--- config.mk ---
export PLATFORM = sky130hd
export DESIGN_NAME = instruction_fetch
export DESIGN_NICKNAME = d
export VERILOG_FILES = /design/src/rtl/instruction_fetch.sv
export SDC_FILE = /design/constraint.sdc
export NUM_CORES = 1
export LEC_CHECK = 0
export CORE_ASPECT_RATIO = 0.75
export CORE_MARGIN = 2
export CORE_UTILIZATION = 45
export DETAILED_ROUTE_END_ITERATION = 12
export DONT_BUFFER_PORTS = 1
export PLACE_DENSITY_LB_ADDON = 0.2
export SETUP_SLACK_MARGIN = 0.05
export SLEW_MARGIN = 20
export SYNTH_ARGS = -nofsm -noshare
export SYNTH_HDL_FRONTEND = slang
export SYNTH_SLANG_ARGS = --single-unit
export TNS_END_PERCENT = 50
--- constraint.sdc ---
create_clock -name clock -period 2.51 [get_ports clock]
set_input_delay 0.502 -clock clock [delete_from_list [all_inputs] [get_ports clock]]
set_output_delay 0.502 -clock clock [all_outputs]
set_load 0.02 [all_outputs]
--- src/rtl/instruction_fetch.sv ---
// ---------------------------------------------------------------------------
// instruction_fetch
//
// Read side of the program counter. On fetchStart the current PC is sampled,
// checked for word alignment and, if aligned, read from instruction memory
// through a request/ready handshake. The returned word is held for the
// decoder until it is accepted. Misaligned PCs, memory access errors and
// memory timeouts park the unit in a sticky fault state that reports the
// cause and the PC of the faulting fetch; the next fetchStart clears it.
// Only one fetch is ever outstanding.
//
// Parameters
//   RESET_INSTRUCTION  value shown on instruction after reset (NOP)
//   TIMEOUT_CYCLES     request cycles without memReady before a timeout (1..255)
//
// Ports
//   clock, reset        rising-edge clock, synchronous active-high reset
//   pcOfInstruction     PC to fetch, sampled only in the fetchStart cycle
//   fetchStart          start a fetch (IDLE, FAULT, or HOLD with ready)
//   memAddress/Request  read request, address stable while request is high
//   memReady/ReadData/  read completion, data and error, only honoured
//   memError              while the request is high
//   instruction/Valid   held instruction and its unaccepted flag
//   instructionReady    decoder accepts the held instruction
//   busy                a fetch is in REQUEST or HOLD
//   fault/faultCause/   sticky fault, cause (01 misaligned, 10 access error,
//   faultAddress          11 timeout) and PC; cause/address are 0 otherwise
//
// Every output is either a register or a pure decode of the state register,
// so no input reaches an output combinationally.
// ---------------------------------------------------------------------------
module instruction_fetch #(
  parameter logic [31:0] RESET_INSTRUCTION = 32'h00000013,
  parameter int unsigned TIMEOUT_CYCLES    = 255
) (
  input  logic        clock,
  input  logic        reset,
  input  logic [31:0] pcOfInstruction,
  input  logic        fetchStart,
  output logic [31:0] memAddress,
  output logic        memRequest,
  input  logic        memReady,
  input  logic [31:0] memReadData,
  input  logic        memError,
  output logic [31:0] instruction,
  output logic        instructionValid,
  input  logic        instructionReady,
  output logic        busy,
  output logic        fault,
  output logic [1:0]  faultCause,
  output logic [31:0] faultAddress
);

  typedef enum logic [1:0] {
    S_IDLE    = 2'd0,
    S_REQUEST = 2'd1,
    S_HOLD    = 2'd2,
    S_FAULT   = 2'd3
  } state_e;

  localparam logic [1:0] CAUSE_NONE     = 2'b00;
  localparam logic [1:0] CAUSE_MISALIGN = 2'b01;
  localparam logic [1:0] CAUSE_ACCESS   = 2'b10;
  localparam logic [1:0] CAUSE_TIMEOUT  = 2'b11;

  // The wait counter is 8 bits wide; the limit is the count reached after
  // the last allowed request cycle, so the request is high TIMEOUT_CYCLES
  // cycles in total.
  localparam logic [7:0] TIMEOUT_LIMIT = 8'(TIMEOUT_CYCLES);

  state_e      state_q, state_d;
  logic [31:0] addr_q, addr_d;
  logic [31:0] instr_q, instr_d;
  logic [7:0]  wait_q, wait_d;
  logic [1:0]  cause_q, cause_d;
  logic [31:0] faddr_q, faddr_d;
  logic        launch;
  logic [7:0]  wait_inc;

  assign wait_inc = wait_q + 8'd1;

  // -------------------------------------------------------------------------
  // Next-state logic
  // -------------------------------------------------------------------------
  always_comb begin
    state_d = state_q;
    addr_d  = addr_q;
    instr_d = instr_q;
    wait_d  = wait_q;
    // Fault report is cleared by default so it reads 0 outside FAULT.
    cause_d = CAUSE_NONE;
    faddr_d = '0;
    launch  = 1'b0;

    unique case (state_q)
      S_IDLE: begin
        launch = fetchStart;
      end

      S_REQUEST: begin
        if (memReady) begin
          if (memError) begin
            state_d = S_FAULT;
            cause_d = CAUSE_ACCESS;
            faddr_d = addr_q;
          end else begin
            instr_d = memReadData;
            state_d = S_HOLD;
          end
        end else begin
          wait_d = wait_inc;
          if (wait_inc == TIMEOUT_LIMIT) begin
            state_d = S_FAULT;
            cause_d = CAUSE_TIMEOUT;
            faddr_d = addr_q;
          end
        end
      end

      S_HOLD: begin
        // fetchStart only counts together with acceptance of the held word.
        if (instructionReady) begin
          state_d = S_IDLE;
          launch  = fetchStart;
        end
      end

      S_FAULT: begin
        cause_d = cause_q;
        faddr_d = faddr_q;
        // A new fetch clears the fault and is handled as if from IDLE.
        launch  = fetchStart;
      end

      default: begin
        state_d = S_IDLE;
      end
    endcase

    // Shared fetch launch, reached from IDLE, FAULT and accepted HOLD.
    if (launch) begin
      if (pcOfInstruction[1:0] == 2'b00) begin
        state_d = S_REQUEST;
        addr_d  = pcOfInstruction;
        wait_d  = 8'd0;
        cause_d = CAUSE_NONE;
        faddr_d = '0;
      end else begin
        state_d = S_FAULT;
        cause_d = CAUSE_MISALIGN;
        faddr_d = pcOfInstruction;
      end
    end
  end

  // -------------------------------------------------------------------------
  // State registers
  // -------------------------------------------------------------------------
  always_ff @(posedge clock) begin
    if (reset) begin
      state_q <= S_IDLE;
      addr_q  <= '0;
      instr_q <= RESET_INSTRUCTION;
      wait_q  <= 8'd0;
      cause_q <= CAUSE_NONE;
      faddr_q <= '0;
    end else begin
      state_q <= state_d;
      addr_q  <= addr_d;
      instr_q <= instr_d;
      wait_q  <= wait_d;
      cause_q <= cause_d;
      faddr_q <= faddr_d;
    end
  end

  // -------------------------------------------------------------------------
  // Outputs: registers or state decodes only
  // -------------------------------------------------------------------------
  assign memAddress       = addr_q;
  assign memRequest       = (state_q == S_REQUEST);
  assign instruction      = instr_q;
  assign instructionValid = (state_q == S_HOLD);
  assign busy             = (state_q == S_REQUEST) || (state_q == S_HOLD);
  assign fault            = (state_q == S_FAULT);
  assign faultCause       = cause_q;
  assign faultAddress     = faddr_q;

endmodule
[Yosys cells after proc, flatten, opt, wreduce, memory -nomap -nowiden]
Index checks and enable logic that the tools add are counted.
Storage, ports and cells
  register bits: 108
  logic and storage cells: 48
Operators by class
  add/sub/neg operators: 1
  equality and inequality tests: 7
  multiplexer cells: 25
  bitwise gates (word level): 1
  reduce and logical (&&, ||, !) cells: 8
Operators with widths (count)
  32-bit 2-to-1 mux: 5
  32-bit case mux with 2 select lines: 1
  8-bit 2-to-1 mux: 4
  2-bit 2-to-1 mux: 9
  8-bit by 1-bit adder with 8-bit output (second input constant): 1
  8-bit == test (second input constant): 1
  2-bit case mux with 2 select lines: 2
  3-bit AND reduction: 2
  2-bit == test (second input constant): 2
  2-bit logical NOT: 2
  4-bit by 1-bit inequality test with 1-bit output (second input constant): 1
  1-bit 2-to-1 mux: 3
  3-bit by 1-bit inequality test with 1-bit output (second input constant): 1
  3-bit nonzero test: 1
  2-bit by 1-bit == test with 1-bit output (second input constant): 1
  2-bit by 1-bit inequality test with 1-bit output (second input constant): 1
  1-bit case mux with 2 select lines: 1
  2-bit AND reduction: 1
  2-bit OR reduction: 1
  1-bit logical OR: 1
  1-bit inverter: 1

[Longest topological paths before layout]
  word-level depth: 6
  gate-level depth with buffers: 8
  gate-level depth less buffers: 7

[Least setup slack after synthesis]
No wires, ideal clock.
  path kind: reg2reg
  from: register state_q[0]
  to: register cause_q[0], in the netlist faultCause[0]
  library setup time: 0.116 ns
  arrival time: 1.766 ns
  required time: 2.394 ns
  path slack: 0.627 ns
  cell stages (with the launch flop): 9
  path buffers: 2
  cells stage by stage: dfxtp_1 inv_1 ha_1 a21oi_1 or2_1 buf_2 clkbuf_1 nand2_1 o211a_1
On the way
  elaborated cells on any way between the ends: 9
  classes of those cells: eq/ne (4); mux (3); reduce/logical (2)
RTL lines
  from (decl): line 71  | state_e state_q, state_d;
  from (signal assigned): line 168  | state_q <= state_d;
  2-bit == test (*)
  named net instructionValid: line 46  | output logic instructionValid,
  1-bit case mux with 2 select lines (*): line 95  | unique case (state_q)
  2-bit by 1-bit inequality test with 1-bit output (no line) or 2-bit 2-to-1 mux (tied branches)
  to (signal assigned): line 172  | cause_q <= cause_d;
  to (decl): line 75  | logic [1:0] cause_q, cause_d;
Mark *: on every way through the listed nets, which the timed path passes. The rest lies on a longest branch.
A chain may end at the register's enable or synchronous reset.

[Worst setup path after layout]
  from: register wait_q[0]
  to: register faddr_q[15], in the netlist faultAddress[15]
On the way
  cells in the longest elaborated chain, start to end: 6
Ends and longest elaborated chain
  from (decl): line 74  | logic [7:0] wait_q, wait_d;
  from (signal assigned): line 171  | wait_q <= wait_d;
  8-bit by 1-bit adder with 8-bit output: line 80  | assign wait_inc = wait_q + 8'd1;
  8-bit == test: line 112  | if (wait_inc == TIMEOUT_LIMIT) begin
  32-bit 2-to-1 mux: line 112
  32-bit 2-to-1 mux: line 101  | if (memReady) begin
  32-bit case mux with 2 select lines: line 95
  32-bit 2-to-1 mux: line 141  | if (launch) begin
  to (signal assigned): line 173  | faddr_q <= faddr_d;
  to (decl): line 76  | logic [31:0] faddr_q, faddr_d;
No other way between the ends.

==> metrics.csv <==
metric,value,unit
status,finished clean,
die area,10400,µm²
clk sinks,108,
"Data arrival, critical path",2540,ps
initial core utilization,46.9,%
port bufs,0,
hpwl dp,7.52,mm
"Seq/Total Area, Yosys",50.3,%
clk_lat worst skew,350,ps
CTS H-tree depth,3,
"commonest non-fill, non-tap cell in the layout",nand2_1,
Placer Congestion,0.819,
Initial DRC Count,219,
max incr delay on CP,820,ps
post-route cell area,4720,µm²
#FFs+latches synth,108,
Syn Std Cell Area,4300,µm²
Crit Path Max Fanout,33,
Non-Filler Instances,625,
TritonRoute pass-1 iters,4,
Syn Area/Cell,8.44,µm²
vias in the first global route,3373,
Root Driver,clkbuf_16,
"Slowest-stage cell, CP",a21oi_4,
first-pass GRT wire length,17.3,mm
TritonCTS Buffers,9,
DP Area,4410,µm²
register area,2160,µm²
Core Footprint,9160,µm²
Peak supply drop,0.000423,V
slew margin rel.,33.4,%
hold path startpoint,reset,
FMAX,0.441,GHz
syn_nets,584,
"Gates resized, CTS repair",0,
CTS tree,built,
post-synth cell types,38,
area of the multi-input gates,1980,µm²
die height,88.6,µm
Clock Skews,8.57,ps
Post-Syn Instances,509,
CP required,2780,ps
Worst Setup Path Type,reg2reg,
Leakage,1.68,nW
YS warnings,0,
antenna violations before repair,0,
drc violations,0,
antenna-violating nets left,0,
global-route usage over all layers,21.7,%
Crit path buffers/inverters,0,
crit start category,flop,
clock slew at reported path FFs,70,ps
min Tclk post-route,2270,ps
antenna cells,0,
power per cell area,995,nW/µm²
via count,3566,
vias per cell,5.71,
crit path launch,wait_q[0],
total negative slack,0,ps
dpl cells,609,
# rows,30,
Clock Path Buffers,2,
Hold Fails Final Rpt,0,
WL/cell,17.9,µm
gr ovfl total,0,
pin count of the biggest net entering global routing,95,
Final period util,90.3,%
RSZ-0062 raised after global routing,true,
Post-Route WL,11.2,mm
Post-CTS Setup Bufs,0,
HP Class,in2reg,
Max Cap Viol,0,
# hold bufs at CTS,0,
actual slew at the worst max-slew pin,996,ps
Die W,117,µm
most frequent cells in the layout,"136 x nand2_1, 108 x dfxtp_1, 64 x a21oi_1",
area delta synth->final,9.85,%
Max Slew Vio Count,0,
cell family with most CP delay,compound AO/OA/AOI/OAI gates,
Reg-to-Reg Start,wait_q[0],
nets@finish,567,
Fillers,906,
total power,4.70,mW
Worst Setup End Kind,flop,
layout cell share with drive strength beyond 1,8.25,%
Ports,172,
"Setup violations, final",0,
worst-path cell chain,"ha_1, nand3_1, nor3_2, o2111ai_1, a21oi_4, o2bb2ai_1",
[report_power, final]
| part | internal [mW] | leakage (nW) | switching [mW] |
|---|---|---|---|
| sequential | 1.89 | 0.875 | 0.321 |
| clock | 0.790 | 0.145 | 0.658 |
| combinational | 0.356 | 0.658 | 0.686 |
[registers in the layout, summed over array words and instances, names as in the netlist]
name          flops
instruction      32
faultAddress     32
faultCause        2
state_q           2
memAddress       32
wait_q            8
[per-layer routing]
layer | GRT usage, % | part of all wire [%] | up-vias
li1 | - | - | 1735
met1 | 27.1 | 42 | 1680
met2 | 33.7 | 44 | 143
met3 | 11.4 | 13 | 8
met4 | 4.81 | 0.99 | 0
met5 | 0 | 0 | -
[stage by stage]
step,worst slack [ps],utilization (%),hold WS (ps)
CTS,103,51.5,208
global route,40.7,51.5,200
global placement,247,48.1,484
finish,244,51.5,228
floorplan,627,-,471
detailed placement,115,48.1,506
[final cells by class]
cell class / instances / area share, %
inverters: 6 / 0.477
well taps: 128 / 3.39
clock buffers: 9 / 4.77
clock inverters: 7 / 1.75
repair buffers: 12 / 1.91
flip-flops and latches: 108 / 45.8
multi-input cells: 355 / 41.9
[kinds of logic after synthesis]
kind of cell	Yosys count	synth area share, %
fa+ha+maj	5	1.46
mux	1	0.233
simple gates	202	21.2
compound gates	139	20.9
xor+xnor	8	1.63
buf+inv	46	4.31
flops	108	50.3
[final timing paths]
kind	to	slack [ps]	depth (start not counted)
min reg2reg	wait_q[0]	520	2
max reg2reg	faultAddress[15]	240	6
min	instruction[24]	230	1
max	faultAddress[15]	240	6
[Yosys cell counts, drive strengths merged]
master,count,area share [%]
o2111ai,1,0.20
inv,5,0.44
clkbuf,35,3.1
a211oi,3,0.64
o2bb2ai,32,6.5
xnor2,6,1.2
nand3,6,0.82
or3,1,0.15
o21ai,2,0.23
nor3,6,0.93
buf,5,0.73
clkinv,1,0.087
and2b,1,0.20
o211ai,1,0.17
nand2,136,12
o21a,1,0.17
and3,34,5.0
or2,2,0.29
xor2,2,0.41
nor3b,2,0.35
a41o,1,0.23
a31oi,31,4.5
ha,5,1.5
mux2i,1,0.23
nand3b,1,0.17
a221o,1,0.26
nor2,11,0.96
a21oi,65,7.7
o211a,1,0.23
dfxtp,108,50
nand2b,2,0.47
Power figures use the tool's default switching activity.
